[src/rtl/dac_spi_pkg.sv]
// dac_spi_pkg: shared constants and types for the DAC SPI loopback receiver.
// Frame layout is DB23:18 don't care, DB17:16 power-down, DB15:0 data.
package dac_spi_pkg;

  localparam int          DAC_FRAME_BITS = 24;
  localparam logic [15:0] DAC_MIDSCALE   = 16'h8000;

  localparam logic [1:0] PD_NORMAL   = 2'b00;
  localparam logic [1:0] PD_1K       = 2'b01;
  localparam logic [1:0] PD_100K     = 2'b10;
  localparam logic [1:0] PD_TRISTATE = 2'b11;

  typedef enum logic [1:0] {
    IDLE,
    SHIFT,
    WAIT_SYNC
  } rx_state_t;

  function automatic logic [15:0] to_signed(input logic [15:0] d);
    return {~d[15], d[14:0]};
  endfunction

endpackage

[src/rtl/dac_spi_receiver_sync.sv]
// spi_line_sync: SYNC/SCLK/DIN synchronizer with SCLK falling-edge detect.
// s_valid_o rises once the chain holds real pin samples after reset.
module spi_line_sync #(
  parameter int SYNC_STAGES = 2
) (
  input  logic clk_i,
  input  logic rst_i,
  input  logic sync_i,
  input  logic sclk_i,
  input  logic din_i,
  output logic s_sync_o,
  output logic s_din_o,
  output logic s_valid_o,
  output logic edge_o,
  output logic fall_o
);

  logic [SYNC_STAGES-1:0] sync_q;
  logic [SYNC_STAGES-1:0] sclk_q;
  logic [SYNC_STAGES-1:0] din_q;
  logic [SYNC_STAGES-1:0] fill_q;
  logic                   sclk_prev_q;

  always_ff @(posedge clk_i) begin
    if (rst_i) begin
      sync_q      <= '1;
      sclk_q      <= '0;
      din_q       <= '0;
      fill_q      <= '0;
      sclk_prev_q <= 1'b0;
    end else begin
      sync_q[0] <= sync_i;
      sclk_q[0] <= sclk_i;
      din_q[0]  <= din_i;
      fill_q[0] <= 1'b1;
      for (int i = 1; i < SYNC_STAGES; i++) begin
        sync_q[i] <= sync_q[i-1];
        sclk_q[i] <= sclk_q[i-1];
        din_q[i]  <= din_q[i-1];
        fill_q[i] <= fill_q[i-1];
      end
      sclk_prev_q <= sclk_q[SYNC_STAGES-1];
    end
  end

  assign s_sync_o  = sync_q[SYNC_STAGES-1];
  assign s_din_o   = din_q[SYNC_STAGES-1];
  assign s_valid_o = fill_q[SYNC_STAGES-1];
  assign edge_o    = sclk_prev_q & ~sclk_q[SYNC_STAGES-1];
  assign fall_o    = edge_o & ~s_sync_o;

endmodule

[src/rtl/dac_spi_receiver.sv]
// dac_spi_receiver: rebuilds DAC words from the 3-wire SPI stream.
// Define DAC_RX_FRAME_CHECK_EN to flag short and overrun frames on frame_err.
module dac_spi_receiver
  import dac_spi_pkg::*;
#(
  parameter int SYNC_STAGES = 2
) (
  input  logic        dataclk,
  input  logic        reset,
  input  logic        SYNC,
  input  logic        SCLK,
  input  logic        DIN,
  output logic [15:0] data_out,
  output logic [15:0] data_signed,
  output logic [1:0]  pd_mode,
  output logic        data_valid,
  output logic        busy,
  output logic [15:0] frame_count,
  output logic        frame_err
);

  localparam logic [4:0] LAST_BIT = 5'(DAC_FRAME_BITS - 1);
`ifdef DAC_RX_FRAME_CHECK_EN
  localparam bit CHECK_EN = 1'b1;
`else
  localparam bit CHECK_EN = 1'b0;
`endif

  logic s_sync, s_din, s_valid, sclk_edge, fall;

  spi_line_sync #(
    .SYNC_STAGES(SYNC_STAGES)
  ) u_line_sync (
    .clk_i    (dataclk),
    .rst_i    (reset),
    .sync_i   (SYNC),
    .sclk_i   (SCLK),
    .din_i    (DIN),
    .s_sync_o (s_sync),
    .s_din_o  (s_din),
    .s_valid_o(s_valid),
    .edge_o   (sclk_edge),
    .fall_o   (fall)
  );

  rx_state_t   state_q;
  logic [4:0]  cnt_q;
  logic [17:0] sr_q;
  logic [17:0] sr_d;
  logic [15:0] data_q;
  logic [1:0]  pd_q;
  logic        valid_q;
  logic        err_q;
  logic        armed_q;
  logic        ovr_q;
  logic        take;
  logic        done;
  logic [15:0] frame_cnt_q;
  logic [15:0] frame_cnt_d;

  // 24th edge coinciding with the SYNC rise still completes the frame
  assign take = fall | (sclk_edge & s_sync & (cnt_q == LAST_BIT));
  assign done = (state_q == SHIFT) & take & (cnt_q == LAST_BIT);
  assign sr_d = {sr_q[16:0], s_din};
  assign frame_cnt_d = frame_cnt_q + {15'd0, done};

  always_ff @(posedge dataclk) begin
    if (reset) begin
      state_q <= IDLE;
      cnt_q   <= '0;
      sr_q    <= '0;
      data_q  <= DAC_MIDSCALE;
      pd_q    <= PD_NORMAL;
      valid_q <= 1'b0;
      err_q   <= 1'b0;
      armed_q <= 1'b0;
      ovr_q   <= 1'b0;
    end else begin
      valid_q <= 1'b0;
      err_q   <= 1'b0;
      unique case (state_q)
        IDLE: begin
          if (!s_sync && armed_q) begin
            state_q <= SHIFT;
            armed_q <= 1'b0;
            ovr_q   <= 1'b0;
            cnt_q   <= {4'd0, fall};
            sr_q    <= {17'd0, fall & s_din};
          end else if (s_sync && s_valid) begin
            armed_q <= 1'b1;
          end
        end
        SHIFT: begin
          if (take) begin
            sr_q  <= sr_d;
            cnt_q <= cnt_q + 5'd1;
            if (done) begin
              data_q  <= sr_d[15:0];
              pd_q    <= sr_d[17:16];
              valid_q <= 1'b1;
              state_q <= s_sync ? IDLE : WAIT_SYNC;
              armed_q <= s_sync;
            end
          end else if (s_sync) begin
            state_q <= IDLE;
            armed_q <= 1'b1;
            err_q   <= CHECK_EN && (cnt_q != 5'd0);
          end
        end
        WAIT_SYNC: begin
          if (s_sync) begin
            state_q <= IDLE;
            armed_q <= 1'b1;
            err_q   <= CHECK_EN && ovr_q;
          end else if (fall) begin
            ovr_q <= 1'b1;
          end
        end
        default: state_q <= IDLE;
      endcase
    end
  end

  always_ff @(posedge dataclk) begin
    if (reset) frame_cnt_q <= '0;
    else       frame_cnt_q <= frame_cnt_d;
  end

  assign data_out    = data_q;
  assign data_signed = to_signed(data_q);
  assign pd_mode     = pd_q;
  assign data_valid  = valid_q;
  assign busy        = (state_q != IDLE);
  assign frame_count = frame_cnt_q;
  assign frame_err   = err_q;

endmodule

[config.mk]
export PLATFORM = sky130hd
export DESIGN_NAME = dac_spi_receiver
export DESIGN_NICKNAME = d
export VERILOG_FILES = /design/src/rtl/dac_spi_pkg.sv /design/src/rtl/dac_spi_receiver_sync.sv /design/src/rtl/dac_spi_receiver.sv
export SDC_FILE = /design/constraint.sdc
export NUM_CORES = 1
export LEC_CHECK = 0
export BUFFER_PORTS_ARGS = -buffer_cell sky130_fd_sc_hd__buf_2
export CORE_ASPECT_RATIO = 0.9
export CORE_MARGIN = 4
export CORE_UTILIZATION = 50
export DETAILED_ROUTE_END_ITERATION = 10
export PLACE_DENSITY = 0.73
export SYNTH_ARGS = -nofsm -noshare
export SYNTH_HDL_FRONTEND = slang
export SYNTH_HIERARCHICAL = 1
export SYNTH_SLANG_ARGS = --single-unit
[constraint.sdc]
create_clock -name dataclk -period 6.9 [get_ports dataclk]
set_input_delay 1.035 -clock dataclk [delete_from_list [all_inputs] [get_ports dataclk]]
set_output_delay 1.035 -clock dataclk [all_outputs]
set_load 0.03 [all_outputs]
==> Word-level counts from Yosys, hierarchy flattened <==
Cells that the tools add are included.
{ "classes": {"div": 0, "add_sub_neg": 2, "n_bitwise": 13, "reduce_logical": 12, "shift": 0, "n_mul": 0, "magnitude_cmp": 0, "muxes": 20, "eq_ne": 7} }
{ "ops": {"columns": ["cell", "n"], "rows": [
  ["$mux 17", 2],
  ["$pmux 17 s2", 1],
  ["$add 16x1->16", 1],
  ["$mux 2", 5],
  ["$mux 5", 2],
  ["$pmux 5 s2", 1],
  ["$reduce_and 3->1", 3],
  ["$and 1x1->1", 7],
  ["$mux 1", 7],
  ["$ne 3x3->1 const B", 2],
  ["$pmux 2 s3", 1],
  ["$add 5x1->5 const B", 1],
  ["$eq 5x5->1 const B", 1],
  ["$not 1->1", 5],
  ["$ne 2x2->1 const B", 2],
  ["$reduce_bool 2->1", 2],
  ["$pmux 1 s3", 1],
  ["$reduce_bool 3->1", 1],
  ["$reduce_or 3->1", 1],
  ["$eq 2x1->1 const B", 1],
  ["$eq 2x2->1 const B", 1],
  ["$logic_and 1x1->1", 2],
  ["$logic_not 2->1", 1],
  ["$reduce_and 2->1", 1],
  ["other kinds (2)", 2]
]} }
{ "word_totals": {"ram_bits": 0, "out_inout_bits": 53, "in_bits": 5, "register_bits": 69, "elab_cells": 68, "latch_bits": 0, "romBits": 0, "n_memories": 0} }

==> Logic depth before layout (Yosys ltp) <==
Gate-level depths: netlist (run 1).
{ "logic_depth": {"ltp_word": 10, "mapped_depth": 12} }

==> Modules after synthesis <==
Netlist (run 1), hierarchy kept.
{ "by_module_without_submodules": {"columns": ["module", "instances", "cells_each", "seq_area_each_um2", "area_each_um2"], "rows": [
  ["dac_spi_receiver", 1, 334, 1201.2, 2772.7],
  ["spi_line_sync", 1, 20, 180.2, 247.7]
]} }

==> Worst setup path after synthesis (run 1) <==
No wires, ideal clock.
{ "synth_path": {"kind": "register to register", "from": "reg u_line_sync.sclk_q[1]", "to": "reg frame_cnt_q[14] (netlist: frame_count[14])", "arrival_ps": 2469, "path_buffers": 1, "stages_incl_launch_ff": 12, "setup_slack_ps": 4304, "setup_time_ps": 128, "cell_sequence": "dfxtp_1 nor3b_1 a21o_1 nand3_1 inv_1 clkbuf_1 ha_1 ha_1 inv_1 nor4_1 xnor2_1 nor2_1"} }
{ "synth_lines": {"columns": ["element", "line", "source"], "rows": [
  ["from (decl)", "dac_spi_receiver_sync.sv:19", "logic [SYNC_STAGES-1:0] sclk_q;"],
  ["from (signal, indexed assignment)", "dac_spi_receiver_sync.sv:38", "sclk_q[i] <= sclk_q[i-1];"],
  ["$not 1->1", "dac_spi_receiver_sync.sv:49", "assign edge_o = sclk_prev_q & ~sclk_q[SYNC_STAGES-1];"],
  ["$and 1x1->1", "dac_spi_receiver_sync.sv:49", null],
  ["$and 1x1->1", "dac_spi_receiver_sync.sv:50", "assign fall_o = edge_o & ~s_sync_o;"],
  ["named net fall", "dac_spi_receiver.sv:29", "logic s_sync, s_din, s_valid, sclk_edge, fall;"],
  ["$or 1x1->1", "dac_spi_receiver.sv:62", "assign take = fall | (sclk_edge & s_sync & (cnt_q == LAST_BIT));"],
  ["$and 1x1->1 (2 in series)", "dac_spi_receiver.sv:63", "assign done = (state_q == SHIFT) & take & (cnt_q == LAST_BIT);"],
  ["named net done", "dac_spi_receiver.sv:57", "logic done;"],
  ["$add 16x1->16", "dac_spi_receiver.sv:65", "assign frame_cnt_d = frame_cnt_q + {15'd0, done};"],
  ["to (signal assigned)", "dac_spi_receiver.sv:126", "else frame_cnt_q <= frame_cnt_d;"],
  ["to (decl)", "dac_spi_receiver.sv:58", "logic [15:0] frame_cnt_q;"]
]} }
The timed path passes the listed nets, and every way through them passes these cells.
A chain may end at the register's enable or synchronous reset.

==> Final worst setup path (run 1) <==
{ "layout_path": {"from": "reg state_q[1]", "to": "reg frame_cnt_q[14] (netlist: frame_count[14])"} }
{ "layout_via": {"elab_chain_cells": 4} }
{ "layout_rtl": {"columns": ["element", "line", "source"], "rows": [
  ["from (decl)", "dac_spi_receiver.sv:46", "rx_state_t state_q;"],
  ["from (signal assigned)", "dac_spi_receiver.sv:101", "state_q <= s_sync ? IDLE : WAIT_SYNC;"],
  ["$eq 2x1->1", "dac_spi_receiver.sv:63", null],
  ["$and 1x1->1 (2 in series)", "dac_spi_receiver.sv:63", null],
  ["$add 16x1->16", "dac_spi_receiver.sv:65", null]
]} }
No other way between the ends.

==> results of run 1 <==
sequential cells by signal (all words and copies together), names as in the netlist:
register                 flops
u_line_sync/sclk_prev_q      1
state_q                      2
u_line_sync/sclk_q           2
armed_q                      1
cnt_q                        5
u_line_sync/sync_q           2
data_valid                   1
pd_mode                      2
u_line_sync/din_q            2
data_out                    16
sr_q                        17
u_line_sync/fill_q           2
frame_count                 16
per-layer routing:
metal | GRT usage | share of wire | up-vias
met4 | 0.07339 | 0.0081 | 0
li1 | - | - | 1277
met3 | 0.05769 | 0.058 | 4
met2 | 0.2725 | 0.46 | 62
met1 | 0.2168 | 0.48 | 1133
met5 | 0 | 0 | -
where the power goes:
| group | leakage (uW) | switching, uW | total [uW] | internal [uW] |
|---|---|---|---|---|
| clock | 0.0000877 | 138 | 289 | 150 |
| sequential | 0.000558 | 3.06 | 405 | 401 |
| combinational | 0.000727 | 17.0 | 24.6 | 7.55 |
| total | 0.00137 | 158 | 718 | 559 |
layout by cell type (no fill, tap or decap), types with 2 or more instances in the layout:
| cell | Yosys | layout |
|---|---|---|
| nand4_1 | 22 | 22 |
| o21ai_0 | 20 | 20 |
| o31ai_1 | 4 | 4 |
| a21boi_1 | 3 | 3 |
| nor3_1 | 4 | 4 |
| or2_1 | 2 | 2 |
| clkbuf_1 | 11 | 4 |
| dfxtp_1 | 69 | 69 |
| a21o_1 | 2 | 2 |
| nand2_1 | 44 | 44 |
| o211ai_1 | 2 | 2 |
| nor2b_1 | 10 | 10 |
| inv_1 | 9 | 9 |
| buf_4 | 18 | 2 |
| mux2i_1 | 2 | 2 |
| a21oi_1 | 42 | 42 |
| nand3_1 | 10 | 10 |
| xnor2_1 | 6 | 6 |
| buf_2 | 8 | 56 |
| xor2_1 | 5 | 5 |
| nor2_1 | 20 | 20 |
| clkbuf_8 | 0 | 11 |
| nand2b_1 | 2 | 2 |
| or3_1 | 4 | 4 |
| ha_1 | 7 | 7 |
| or4_1 | 3 | 3 |
| nor4_1 | 3 | 3 |
cells by family after synthesis:
logic type | count (synthesis) | share of synthesized area
AOI/OAI and AO/OA | 82 | 0.1562
xor gates and xnor gates | 11 | 0.03190
adders and majority gates | 7 | 0.02900
buffers and inverters | 48 | 0.08534
DFF | 69 | 0.4573
muxes | 2 | 0.006628
other | 1 | 0.001242
and+or+nand+nor | 134 | 0.2324
layout make-up:
type,instances,area (sq um)
Sequential cell,69,1381
Clock inverter,1,5.005
Timing Repair Buffer,58,295.3
Fill cell,526,2407
Tap cell,70,87.58
Multi-Input combinational cell,237,1381
Clock buffer,15,166.4
Inverter,9,33.78
path summary, 6_finish.rpt:
| check | depth (start not counted) | slack [ps] | to | from |
|---|---|---|---|---|
| setup reg to reg | 10 | 2730 | frame_count[14] | state_q[1] |
| hold / removal | 1 | 390 | u_line_sync/sync_q[1] | u_line_sync/sync_q[0] |
| hold reg to reg | 1 | 390 | u_line_sync/sync_q[1] | u_line_sync/sync_q[0] |
| setup / recovery | 10 | 2730 | frame_count[14] | state_q[1] |
per-stage QoR:
step                utilization  area [sq um]  hold slack (ps)  instances  worst slack (ps)
finish                   0.5819          3351            394.1        459              2730
global route             0.5819          3351            414.0        459              2329
CTS                      0.5819          3351            397.4        459              2716
detailed placement       0.5522          3179            392.0        443              2737
global placement         0.5522          3179            389.0        443              2932
floorplan                     -          3020            383.2        354              4304
==> results.md, run 1 <==
* Outcome: finished clean
* Worst slew pin tran at 888.2 ps
* CTS root buf: clkbuf_8
* Max VDD drop at 0.0001396 V
* Critical Path Start Type: register
* RSZ-0062 raised after global routing: false
* Final HPWL DP at 3867 um
* # rows at 26
* Yosys reg bits at 69
* First-pass GRT wire length at about 10000 um
* Crit Path Class: reg -> reg
* Grt total ovfl at 0
* Number of global-route vias before repair at about 2.2k
* Leakage at roughly 0.0014 uW
* Setup tns final at 0 ps
* Critical-path cell list: inv_1, ha_1, nand3_1, inv_1, ha_1, ha_1, inv_1, nor4_1, xnor2_1, nor2_1
* Core Region at between 0.005 and 0.006 sq mm
* Drt pass-1 iters at 4
* Via count at around 2.5k
* TritonCTS sink count at 69
* Share of layout cells above drive strength 1 at 0.1902
* Fmax at 239.8 MHz
* Critical-path top delay cell: nand3_1
* Synth top area share at 0.4573
* # Post-CTS Setup Buffers at 0
* IO Pins at 58
* Critical path's top delay family: adder cells
* DR iter-0 viols at around 140
* Crit path time final at between 4000 and 5000 ps
* Cells after synthesis at 354
* ANT cells at 0
* Total Wirelength at 5926 um
* Inserted Clock Buffers at 9
* Netlist cell types at 47
* CP Max Fanout at 26
* Ys flop type: dfxtp_1
* Max_cap viols at 0
* ANT nets after route at 0
* Via density at 5.394
* Synth Warn # at 6
* Starting Density at 0.5246
* GRT Util Overall at 0.1717
* Count leader, synth: dfxtp_1
* Die Wd at 89.93 um
* Clk_skew at 8.080 ps
* Mapped Area at ~0.0030 sq mm
* Crit path largest cell delay at 800 ps
* Post-cts resize count at 0
* Clk_lat worst skew at approximately 340 ps
* Setup violators final at 0
* Die H at 81.74 um
* Post-CTS Hold Buffers at 0
* Post-synthesis sequential area ratio at 0.4573
* DRC at 0
* CTS tree: built
* Die area at approximately 0.0074 sq mm
* Largest net degree at the start of global routing at 70
* GPL Wtd Cong at about 0.79
* Clock Path Buffers at 2
* Slew headroom at 0.4066
* Clock slew at reported path FFs at 70 ps
* Final Power at slightly above 700 uW
* Setup crit end kind: register
* H-tree levels at 3
* Area contributors post-synth: dfxtp_1, a21oi_1, nand2_1
* Fin. max-slew vios at 0
* Ys async rst share at 0
* Data arrival, critical path at 4370 ps
* Final period util at 0.6044
* PwrDens at approximately 210 mW/mm^2
* PortBufs at 56
* Most frequent cells after synthesis: dfxtp_1, nand2_1, a21oi_1
* Area grow syn2layout at 10.94%
* Buf+Inv Stages, Crit Path at 3
* Avg Cell Area, Syn at 8.532 sq um
* Syn_nets at 366
* EDFF count, synth at 0
* Fin nets at 396
* CP Data Required Time at 7100 ps
* Post-synth top area cell: dfxtp_1
* Min-Delay Path Class: reg -> reg
* Initial antenna violation count at 0
* DR WL/cell at around 13 um
* Final Hold Fails at 0
(Power assumes the default switching activity.)
==> run 2: changes to the inputs <==
- CORE_UTILIZATION: 50 -> 49
- PLACE_DENSITY: 0.73 -> 0.75
- clock period: 6.9 -> 3.5 ns (I/O delays scaled with it)
==> run 2 against run 1 <==
Net effect: sequential share of layout area is 0.44 points lower; highest routed layer unchanged; sequential power is 97% higher; routed wire length is 3.5% higher; clock skew is 4.1 ps lower; maximum frequency is 55% higher; utilization hardly changed; clock-buffer cell count is 3 lower; global-route usage is 0.33 points higher.
==> results.md, run 2 (same netlist as run 1, synthesis figures left out) <==
* ANT nets after route at 0
* Core Util, Final at 0.5817
* Final period util at 0.7687
* PwrDens at 418.6 mW/mm^2
* RSZ-0062 raised after global routing: false
* Max VDD drop at 0.0002766 V
* Grt total ovfl at 0
* Setup crit end kind: register
* Share of layout cells above drive strength 1 at 0.2061
* Largest register by flop count: sr_q
* Final Power at 1418 uW
* Die H at 82.48 um
* Clk pwr share at 0.402
* PortBufs at 56
* Number of flip-flops in the largest register at 17
* Fin nets at 400
* Net Sw Power at 319.0 uW
* ANT cells at 0
* Fin. max-slew vios at 0
* Starting Density at 0.5187
* Inserted Clock Buffers at 9
* Clock Path Buffers at 2
* First-pass GRT wire length at 10610 um
* Worst r2r src: cnt_q[0]
* Critical Path Start Type: register
* Final Hold Fails at 0
* Total Wirelength at about 6000 um
* Die area at 0.007486 sq mm
* Combinational fraction of design power at 0.035
* DR iter-0 viols at between 200 and 250
* Largest net degree at the start of global routing at 54
* Crit path time final at 2691 ps
* Drt pass-1 iters at 4
* Worst slew pin tran at 919.6 ps
* P_int at approximately 1100 uW
* Min-Delay Path Class: in -> reg
* # Post-CTS Setup Buffers at 0
* GRT Util Overall at 0.1750
* Outcome: finished clean
* TritonCTS sink count at between 60 and 70
* CP Data Required Time at 3690 ps
* Setup tns final at 0 ps
* Post-CTS Hold Buffers at 0
* Clk_lat worst skew at 330 ps
* CTS tree: built
* H-tree levels at 3
* Final HPWL DP at 4084 um
* Core Region at 0.005823 sq mm
* Initial antenna violation count at 0
* Die Wd at slightly above 90 um
* Area grow syn2layout at 12.14%
* Clock slew at reported path FFs at roughly 70 ps
* Crit Path Class: reg -> reg
* Switching share of power at 0.2250
* Data arrival, critical path at 2880 ps
* DR WL/cell at approximately 13 um
* DRC at 0
* Via density at 5.413
* Setup violators final at 0
* Commonest non-fill, non-tap cells in the layout: dfxtp_1, buf_2, nand2_1, a21oi_1, nand4_1
* Post-cts resize count at 0
* Worst setup path startpoint: cnt_q[0]
* Fmax at roughly 370 MHz
* Max_cap viols at 0
* # rows at 26
* Number of global-route vias before repair at 2339
* CP Max Fanout at 20
* Via count at around 2.5k
* Hold path start: SYNC
* GPL Wtd Cong at slightly above 0.8
* CTS root buf: clkbuf_8
* Slew headroom at 0.3869
* IO Pins at 58
* Leakage at roughly 0.0014 uW
* Clk_skew at 3.985 ps
* Commonest non-fill, non-tap cell in the layout: dfxtp_1
* Sequential power share at 0.563
## run 2: per-layer routing
metal / part of all wire / track usage / vias up
met3: 0.062 / 0.06884 / 5
met1: 0.47 / 0.2180 / 1137
met2: 0.46 / 0.2857 / 75
met4: 0.0047 / 0.04740 / 0
li1: - / - / 1289
met5: 0 / 0 / -
## run 2: power by group through the flow
stage                     clock network, uW  registers (uW)  logic, uW
final                                   570             798       49.5
after global routing                    632             798       55.2
after CTS                               589             798       49.4
after detailed placement                  0             816       49.2
after global placement                    0             815       48.3
after floorplan                           0             813       40.0
## run 2: path summary, 6_finish.rpt
path                            slack (ps)                     to  cells past startpoint
worst max-delay path                   810        frame_count[14]                     11
worst min-delay path                   370  u_line_sync/sync_q[0]                      2
worst max register to register         810        frame_count[14]                     11
worst min register to register         400  u_line_sync/sync_q[1]                      1
## run 2: worst max-delay path, stage by stage, from the launching register on
cell and delay, ps:
dfxtp_1 400, ha_1 220, and4b_1 330, nand3_1 100, buf_4 220, inv_1 100
ha_1 240, ha_1 290, inv_1 90, nor4_1 350, xnor2_1 160, nor2_1 50
## run 2: layout make-up
cell class / instances / area [sq um]
fill: 530 / 2436
sequential: 69 / 1381
tap: 70 / 87.58
multi-input combinational: 237 / 1381
clock inverter: 4 / 22.52
timing repair buffer: 62 / 325.3
inverter: 9 / 33.78
clock buffer: 12 / 155.1
## run 2: through the flow
step / hold WS, ps / worst slack, ps / instances / instance area (sq um)
2_1_floorplan: 383.2 / 903.8 / 354 / 3020
3_3_place_gp: 388.4 / 966.3 / 447 / 3209
3_5_place_dp: 392.7 / 849.2 / 447 / 3209
4_1_cts: 345.9 / 808.9 / 463 / 3387
5_1_grt: 345.4 / 533.3 / 463 / 3387
6_report: 366.8 / 809.5 / 463 / 3387
==> run 3: changes to the inputs <==
- ABC_AREA: default -> 1
- CORE_UTILIZATION: 49 -> 50
- PLACE_DENSITY: 0.75 -> 0.73
- clock period: 3.5 -> 2.5 ns (I/O delays scaled with it)
==> run 3 against run 2 <==
Net effect: combinational power increased to 8.3 times the previous value; routed wire length decreased by 2.5%; clock skew up 2.4 ps; utilization is 0.97 points higher; sequential cell count did not move; register-to-register slack got worse by 660 ps; sequential share of layout area is 2.8 points lower; clock power grew 55%; global-route usage down 0.90 points.
==> results.md, run 3 <==
* Drt pass-1 iters at 4
* Min-Delay Path Class: in -> reg
* Die area at 0.007813 sq mm
* EDFF count, synth at 0
* Fill count at 601
* Max VDD drop at 0.0003340 V
* Post-CTS Hold Buffers at 0
* Commonest non-fill, non-tap cell in the layout: nand2_1
* Via count at between 2k and 3k
* Clock Path Buffers at 2
* DR iter-0 viols at 121
* Fin. max-slew vios at 0
* Final Power at approximately 2600 uW
* Clk_lat worst skew at ~330 ps
* Slew headroom at 0.6209
* Synth Warn # at 6
* Die H at 84.26 um
* Number of flip-flops in the largest register at 17
* Critical-path top delay cell: dfxtp_4
* Clock slew at reported path FFs at 70 ps
* CTS root buf: clkbuf_8
* Crit path time final at 2346 ps
* Mapped Area at 0.003231 sq mm
* Core Region at about 0.0062 sq mm
* Crit Path Class: reg -> reg
* Post-Place Worst Slack at -44.91 ps
* Crit path largest cell delay at 370 ps
* Syn_nets at 477
* Reg2Reg Setup Slack at 150 ps
* Final period util at 0.9384
* Fin nets at slightly above 500
* Worst r2r src: cnt_q[1]
* DRC at 0
* Largest register by flop count: sr_q
* Starting Density at 0.5226
* Netlist cell types at 33
* GRT Util Overall at 0.1660
* Final Hold Fails at 0
* Leakage at around 0.0018 uW
* Die Wd at 92.73 um
* # rows at 27
* Grt total ovfl at 0
* PwrDens at 699.5 mW/mm^2
* Synth top area share at 0.4276
* IO Pins at 58
* Ys flop type: dfxtp_1
* R2R Path End: frame_count[14]
* Buf+Inv Stages, Crit Path at 5
* Setup violators final at 0
* Post-synth top area cell: dfxtp_1
* GPL Wtd Cong at 0.8480
* ANT nets after route at 0
* Hold Path Sink: u_line_sync/sync_q[0]
* Most frequent cells after synthesis: nand2_1, nor2_1, dfxtp_1
* Setup crit end kind: register
* Via density at between 4 and 5
* Worst slew pin tran at 568.0 ps
* Avg Cell Area, Syn at 6.948 sq um
* Outcome: finished clean
* Total Wirelength at roughly 6000 um
* Yosys reg bits at 69
* Inserted Clock Buffers at 9
* Worst Setup Slack, final at 153.9 ps
* Critical-path cell list: ha_4, nand2_2, inv_2, nand3_2, nand2_2, inv_2, nor2_4, nand2_4, inv_1, ha_2, ha_1, nand2_1, inv_2, nand4_1, buf_4, or3_1, a21oi_1
* Data arrival, critical path at around 2600 ps
* Count leader, synth: nand2_1
* Largest net degree at the start of global routing at 37
* Cells after synthesis at 465
* Reg area at 0.001389 sq mm
* Number of global-route vias before repair at approximately 2.4k
* Final HPWL DP at 4026 um
* Critical Path Start Type: register
* Critical path's top delay family: simple AND/OR/NAND/NOR gates
* Area contributors post-synth: dfxtp_1, nand2_1, nor2_1
* Initial antenna violation count at 0
* Reg2reg path depth at 17
* Crit-path most repeated cell: inv_2
* Min-Delay Path Depth at 2
* Fmax at 426.2 MHz
* Ys async rst share at 0
* H-tree levels at 3
* DR WL/cell at ~10 um
* CTS tree: built
* ANT cells at 0
* Multi-input logic area at 0.001401 sq mm
* Hold path start: SYNC
* TritonCTS sink count at 69
* Area grow syn2layout at 13.17%
* Post-synthesis sequential area ratio at 0.4276
* CP Max Fanout at 3
* Share of layout cells above drive strength 1 at 0.2231
* PortBufs at 56
* First-pass GRT wire length at 10660 um
* Commonest non-fill, non-tap cells in the layout: nand2_1, nor2_1, dfxtp_1, buf_2, inv_1
* CP Data Required Time at ~2800 ps
* Max_cap viols at 0
* Clk_skew at 6.401 ps
==> run 3: cell count changes after synthesis, moves of 7 or more <==
cell,change
inv_1,+46
nor2_2,+10
nor2b_1,-10
nor2_1,+72
a21oi_1,-27
nand2_1,+78
buf_2,-7
nand4_1,-20
==> run 3: routing by layer <==
metal  up-vias  share of wire  routed length [um]  track usage
li1       1462              -                   -            -
met1      1168           0.50                2962       0.2174
met2        53           0.44                2656       0.2569
met3         4          0.051                 304      0.05914
met4         0         0.0089                  53      0.05193
met5         -              0                   0            0
==> run 3: where the power goes <==
part / switching (uW) / internal (uW) / leakage, uW
combinational: 268 / 144 / 0.00119
sequential: 72.9 / 1190 / 0.000561
clock: 400 / 481 / 0.0000992
==> run 3: timing repair <==
item	in CTS	in global routing
gates resized for setup	1	13
setup buffers	1	3
pin swaps	0	2
setup endpoints to repair	2	7
==> run 3: cells by family after synthesis <==
family / synth area share
compound gates: 0.05539
simple gates: 0.3358
buf+inv: 0.1476
xor+xnor: 0.005423
flops: 0.4276
fa+ha+maj: 0.02711
other cells: 0.001161
==> run 3: worst max path at each step <==
| stage | start | slack, ps | end | depth (start not counted) |
|---|---|---|---|---|
| after floorplan | cnt_q[0] | 170 | frame_count[12] | 19 |
| after detailed placement | cnt_q[0] | -40 | frame_count[12] | 19 |
| after CTS | cnt_q[0] | 10 | frame_count[12] | 19 |
| final | cnt_q[1] | 150 | frame_count[14] | 17 |
| after global placement | cnt_q[0] | 100 | frame_count[12] | 19 |
| after global routing | u_line_sync/sclk_q[1] | -4 | frame_count[12] | 21 |
==> run 3: final cells by class <==
class                   count  area share
flip-flops and latches     69      0.3799
clock inverters             4     0.01335
multi-input cells         303      0.3833
inverters                  61     0.06400
well taps                  87     0.02977
repair buffers             63     0.09103
clock buffers              11     0.03867
==> run 3: per-stage QoR <==
step                        util  area (sq um)  TNS (ps)  hold slack (ps)  std cells
after floorplan                -          3231         0            383.2        465
after global placement    0.5499          3400         0            390.0        579
after detailed placement  0.5499          3400    -44.91            393.6        579
after CTS                 0.5823          3600         0            206.0        595
after global routing      0.5914          3656    -4.108            205.9        598
final                     0.5914          3656         0            220.2        598
